<file path="src/rtl/vdp_pkg.sv">
// Shared constants for the VDP CPU I/O controller: access codes and
// prefetch FSM state encoding.
package vdp_pkg;

    localparam logic [1:0] CODE_VRAM_RD = 2'd0;
    localparam logic [1:0] CODE_VRAM_WR = 2'd1;
    localparam logic [1:0] CODE_REG_WR  = 2'd2;
    localparam logic [1:0] CODE_CRAM_WR = 2'd3;

    typedef enum logic [1:0] {
        IDLE     = 2'd0,
        RD_ISSUE = 2'd1,
        RD_WAIT  = 2'd2
    } pf_state_t;

endpackage

</file>
<file path="src/rtl/vdp_io_ctrl.sv">
// VDP CPU port controller: two-byte control latch, VRAM/CRAM/register writes
// and VRAM read prefetch. Define VDP_GG_CRAM_EN for 12-bit two-write palette entries.
module vdp_io_ctrl
    import vdp_pkg::*;
#(
    parameter int VRAM_AW = 14,
    parameter int RD_LAT  = 1
) (
    input  logic               clk,
    input  logic               rst_n,
    input  logic               port_wr,
    input  logic               port_rd,
    input  logic               port_sel,
    input  logic [7:0]         port_di,
    output logic [7:0]         port_do,
    output logic [VRAM_AW-1:0] vram_addr,
    output logic [7:0]         vram_di,
    output logic               vram_we,
    input  logic [7:0]         vram_do,
    output logic [4:0]         cram_addr,
    output logic [11:0]        cram_di,
    output logic               cram_we,
    output logic [3:0]         reg_addr,
    output logic [7:0]         reg_di,
    output logic               reg_we,
    input  logic [7:0]         status_in,
    output logic               status_rd,
    output logic               busy,
    output logic               drop
);

    localparam logic [1:0] WAIT_LAST = 2'(RD_LAT - 1);

    pf_state_t          state, state_nxt;
    logic [1:0]         wait_cnt;
    logic               capture;
    logic               flag;
    logic [7:0]         low;
    logic [1:0]         code;
    logic [VRAM_AW-1:0] addr;
    logic [7:0]         rbuf;
    logic               inc_pend;

    logic strobe, both, accept;
    logic data_wr, ctrl_wr, data_rd, ctrl_rd, start_pf;

    assign vram_addr = addr;
    assign busy      = (state != IDLE);

    assign strobe  = port_wr | port_rd;
    assign both    = port_wr & port_rd;
    assign accept  = strobe & ~both & ~busy;
    assign data_wr = accept & port_wr & ~port_sel;
    assign ctrl_wr = accept & port_wr &  port_sel;
    assign data_rd = accept & port_rd & ~port_sel;
    assign ctrl_rd = accept & port_rd &  port_sel;
    assign start_pf = data_rd | (ctrl_wr & flag & (port_di[7:6] == CODE_VRAM_RD));

    // A write issued last cycle has not yet bumped addr; palette indexing
    // must see the address it will land on.
`ifdef VDP_GG_CRAM_EN
    logic [5:0] cram_idx;
    logic [7:0] cram_lat;
    assign cram_idx = addr[5:0] + 6'(inc_pend);
`else
    logic [4:0] cram_idx;
    assign cram_idx = addr[4:0] + 5'(inc_pend);
`endif

    always_ff @(posedge clk or negedge rst_n) begin
        if (!rst_n) begin
            state    <= IDLE;
            wait_cnt <= 2'd0;
        end else begin
            state <= state_nxt;
            if (state == RD_ISSUE)
                wait_cnt <= 2'd0;
            else if (state == RD_WAIT)
                wait_cnt <= wait_cnt + 2'd1;
        end
    end

    always_comb begin
        state_nxt = state;
        capture   = 1'b0;
        case (state)
            IDLE:     if (start_pf) state_nxt = RD_ISSUE;
            RD_ISSUE: state_nxt = RD_WAIT;
            RD_WAIT: begin
                if (wait_cnt == WAIT_LAST) begin
                    capture   = 1'b1;
                    state_nxt = IDLE;
                end
            end
            default:  state_nxt = IDLE;
        endcase
    end

    always_ff @(posedge clk or negedge rst_n) begin
        if (!rst_n) begin
            flag      <= 1'b0;
            low       <= '0;
            code      <= '0;
            addr      <= '0;
            rbuf      <= '0;
            inc_pend  <= 1'b0;
            drop      <= 1'b0;
            port_do   <= '0;
            vram_di   <= '0;
            vram_we   <= 1'b0;
            cram_addr <= '0;
            cram_di   <= '0;
            cram_we   <= 1'b0;
            reg_addr  <= '0;
            reg_di    <= '0;
            reg_we    <= 1'b0;
            status_rd <= 1'b0;
`ifdef VDP_GG_CRAM_EN
            cram_lat  <= '0;
`endif
        end else begin
            vram_we   <= 1'b0;
            cram_we   <= 1'b0;
            reg_we    <= 1'b0;
            status_rd <= 1'b0;
            inc_pend  <= 1'b0;

            if (inc_pend || capture)
                addr <= addr + 1'b1;
            if (capture)
                rbuf <= vram_do;
            if (strobe && (busy || both))
                drop <= 1'b1;

            if (ctrl_wr) begin
                if (!flag) begin
                    low  <= port_di;
                    flag <= 1'b1;
                end else begin
                    code <= port_di[7:6];
                    addr <= VRAM_AW'({port_di[5:0], low});
                    flag <= 1'b0;
                    if (port_di[7:6] == CODE_REG_WR) begin
                        reg_we   <= 1'b1;
                        reg_addr <= port_di[3:0];
                        reg_di   <= low;
                    end
                end
            end

            if (data_wr) begin
                flag     <= 1'b0;
                rbuf     <= port_di;
                inc_pend <= 1'b1;
                if (code == CODE_CRAM_WR) begin
`ifdef VDP_GG_CRAM_EN
                    if (!cram_idx[0]) begin
                        cram_lat <= port_di;
                    end else begin
                        cram_we   <= 1'b1;
                        cram_addr <= cram_idx[5:1];
                        cram_di   <= {port_di[3:0], cram_lat};
                    end
`else
                    cram_we   <= 1'b1;
                    cram_addr <= cram_idx;
                    cram_di   <= {6'b0, port_di[5:0]};
`endif
                end else begin
                    vram_we <= 1'b1;
                    vram_di <= port_di;
                end
            end

            if (data_rd) begin
                flag    <= 1'b0;
                port_do <= rbuf;
            end

            if (ctrl_rd) begin
                flag      <= 1'b0;
                port_do   <= status_in;
                status_rd <= 1'b1;
                drop      <= 1'b0;
            end
        end
    end

endmodule

</file>
<file path="config.mk">
export PLATFORM = sky130hd
export DESIGN_NAME = vdp_io_ctrl
export DESIGN_NICKNAME = d
export VERILOG_FILES = /design/src/rtl/vdp_pkg.sv /design/src/rtl/vdp_io_ctrl.sv
export SDC_FILE = /design/constraint.sdc
export NUM_CORES = 1
export LEC_CHECK = 0
export ABC_AREA = 1
export CAP_MARGIN = 20
export CELL_PAD_IN_SITES_DETAIL_PLACEMENT = 0
export CELL_PAD_IN_SITES_GLOBAL_PLACEMENT = 1
export CORE_MARGIN = 5
export CORE_UTILIZATION = 35
export CTS_CLUSTER_DIAMETER = 100
export DETAILED_ROUTE_END_ITERATION = 10
export GPL_TIMING_DRIVEN = 0
export PLACE_DENSITY = 0.81
export SKIP_LAST_GASP = 1
export SYNTH_ARGS = -nofsm -noshare
export SYNTH_HDL_FRONTEND = slang
export SYNTH_SLANG_ARGS = --single-unit
</file>
<file path="constraint.sdc">
create_clock -name clk -period 3.3 [get_ports clk]
set_input_delay 0.33 -clock clk [delete_from_list [all_inputs] [get_ports clk]]
set_output_delay 0.33 -clock clk [all_outputs]
set_load 0.02 [all_outputs]
</file>
==> impl_metrics.py <==
metrics = {
    "layout": {
        "final_nets": 563,
        "fin_util": 0.481,
        "num_antenna_cells": 0,
        "nFillCells": 1018,
        "area_growth_pct": 34.2,
        "drive_gt1_frac": 0.0813,
    },
    "sta": {
        "layout_min_cycle_time_ns": 2.14,
        "finalSetupViolCount": 0,
        "skew_ns": 0.0117,
        "timing.fmax_ghz": 0.466,
        "hold_ws_ns": 0.415,
        "max_slew_margin": 0.627,
        "worst_pin_slew_ns": 0.558,
        "fin_crit_sh": 0.650,
        "rsz0062_at_grt": "false",
        "hold_viol": 0,
        "drv_slew": 0,
    },
    "cts": {
        "clock_sinks": 82,
        "insertion_delay_ns": 0.35,
        "post_cts_buffers": 0,
        "cts.path.max_buffers": 2,
        "cts_resized": 0,
        "root_buffer": "clkbuf_8",
        "holdBufCountCts": 1,
        "h-tree-depth": 3,
        "cts_tree": "built",
        "clkSlewWorstSetupHoldPaths_ns": 0.09,
        "cts_buffers": 9,
    },
    "grt": {
        "grt_pass1_vias": 3186,
        "grt_use_total": 0.156,
        "grt_pass1_wl_mm": 15.9,
        "antenna_found_initial": 0,
        "globalRouteOverflowTotal": 0,
        "grt_max_degree": 61,
    },
    "synthesis": {
        "ys.flop_type": "dfrtp_1",
        "synth_cells": 419,
        "synthTopCellsByCount": "nand2_1 (124), dfrtp_1 (82), inv_1 (45)",
        "ys_warn_count": 0,
        "synth.top_cell.area_share": 0.554,
        "yosys.area.top_type": "dfrtp_1",
        "synth_area_leaders": "dfrtp_1 (55%), nand2_1 (13%), o21ai_0 (4.9%), inv_1 (4.6%), nand3_1 (4.5%)",
        "synth_edf_count": 0,
        "ys_ff_latch": 82,
        "ys_async_sr_fraction": 1.00,
        "avgSynthCellArea_um2": 8.84,
        "yosysMostFrequentCell": "nand2_1",
        "seq_area_frac_synth": 0.554,
        "syn-cell-area_um2": 3700,
        "yosys.cell_types.count": 30,
    },
    "floorplanning": {
        "core-area_um2": 10300,
        "chipWidth_um": 113,
        "ios": 94,
        "die_h_um": 113,
        "start_util": 0.359,
        "die_area_um2": 12700,
        "rows": 37,
    },
    "power": {
        "comb_power_share": 0.417,
        "clkPwrFrac": 0.167,
        "power.internal_uw": 2380,
        "power_density_nw_per_um2": 788,
        "net-switching-power_uw": 1540,
        "switching_share": 0.392,
        "leakage_uw": 0.00238,
        "vdd_drop_max_mv": 0.393,
        "p_seq_frac": 0.416,
    },
    "route": {
        "dr.pass1.iters": 4,
        "drc": 0,
        "wl_mm": 9.47,
        "via_per_inst": 4.66,
        "postRouteAntennaNets": 0,
        "drt-initial-drc-count": 152,
        "routedWlPerCell_um": 14.2,
        "num_vias": 3097,
    },
    "run": {
        "max_cap_viol_count": 0,
    },
    "run_status": {
        "status": "finished, final reports clean",
    },
    "placement": {
        "gp_congestion": 0.816,
        "hpwlAfterDp_mm": 7.09,
        "io_buffers": 87,
    },
    "setup_path": {
        "cp-start-kind": "register",
        "worst-path-max-fanout": 4,
        "required_ns": 2.97,
        "end_kind": "output port",
        "crit_type": "reg -> out",
        "cp.arrival_ns": 1.81,
    },
    "worst_hold_path": {
        "min_path_type": "in -> async",
    },
}
==> flip-flops by register name (all words and copies together), names as in the netlist <==
register / cells
code: 2
cram_addr: 5
cram_di: 6
cram_we: 1
drop: 1
flag: 1
inc_pend: 1
low: 8
port_do: 8
rbuf: 8
reg_addr: 4
reg_di: 8
reg_we: 1
state: 2
status_rd: 1
vram_addr: 14
vram_di: 8
vram_we: 1
wait_cnt: 2
==> power by group through the flow <==
stage / Combinational (µW) / Sequential [µW] / Clock (µW)
finish: 1630 / 1630 / 653
global route: 1810 / 1680 / 711
CTS: 1660 / 1630 / 670
detailed placement: 1650 / 1640 / 0
global placement: 1600 / 1640 / 0
floorplan: 672 / 1860 / 0
==> cells in the final DEF (no fill, tap or decap), drive strengths merged <==
master         count
o21ai             40
xnor2              1
clkinvlp           1
dlygate4sd3        1
a31oi              1
nand2            127
clkdlybuf4s50     86
o221ai             4
o22ai              3
nand4              2
nor3               1
a21oi              6
clkinv             6
buf               12
o211ai             8
xor2               6
dfrtp             82
a21boi             1
ha                10
o21bai             1
nand3             34
conb               6
nor2              26
clkbuf            17
inv               47
==> layer usage <==
metal | track usage | routed length (µm) | vias to the layer above
li1 | - | - | 1546
met1 | 0.212 | 4360 | 1443
met2 | 0.240 | 4300 | 92
met3 | 0.0433 | 622 | 16
met4 | 0.0521 | 186 | 0
met5 | 0 | 0 | -
==> final cells by class <==
class	instances	area, µm²	share of cell area
multi-input combinational	277	1390	0.279
timing repair buffer	89	906	0.182
buffer	17	100	0.0201
sequential	82	2050	0.413
clock buffer	10	128	0.0257
tap	136	170	0.0342
inverter	48	181	0.0365
clock inverter	6	43.8	0.00881
==> per-stage QoR <==
stage               setup TNS (ns)  total power (µW)  worst slack (ns)  area, µm²  cells
finish                           0              3910              1.16       4970    665
detailed placement               0              3290             0.876       4790    648
CTS                              0              3960              1.13       4970    665
global route                     0              4200              1.08       4970    665
global placement            -82.83              3250             -1.01       4760    647
floorplan                        0              2540              1.69       3720    424
==> cells by family after synthesis <==
family                     count (synthesis)  synth area share
other                                      1           0.00101
DFF                                       82             0.554
buffers and inverters                     65            0.0760
xor gates and xnor gates                   7            0.0166
AOI/OAI and AO/OA                         64             0.103
adders and majority gates                 10            0.0338
and+or+nand+nor                          190             0.216
==> critical path, stage by stage, from the launching register on <==
cell and delay (ns):
dfrtp_1 0.39, inv_1 0.09, ha_1 0.26, inv_1 0.12, clkdlybuf4s50_1 0.61
==> path summary, 6_finish.rpt <==
check | cells after the start | to | startpoint | slack (ns)
setup / recovery | 4 | busy | state[0]$_DFFE_PN0P_ | 1.16
hold / removal | 2 | reg_di[2]$_DFFE_PN0P_ | rst_n | 0.41
setup reg to reg | 10 | reg_di[2]$_DFFE_PN0P_ | state[0]$_DFFE_PN0P_ | 1.42
hold reg to reg | 2 | cram_di[3]$_DFFE_PN0P_ | cram_di[3]$_DFFE_PN0P_ | 0.49
max in group asynchronous | 3 | vram_addr[5]$_DFF_PN0_ | rst_n | 2.28
min in group clk | 2 | cram_di[3]$_DFFE_PN0P_ | cram_di[3]$_DFFE_PN0P_ | 0.49
Power figures use the tool's default switching activity.
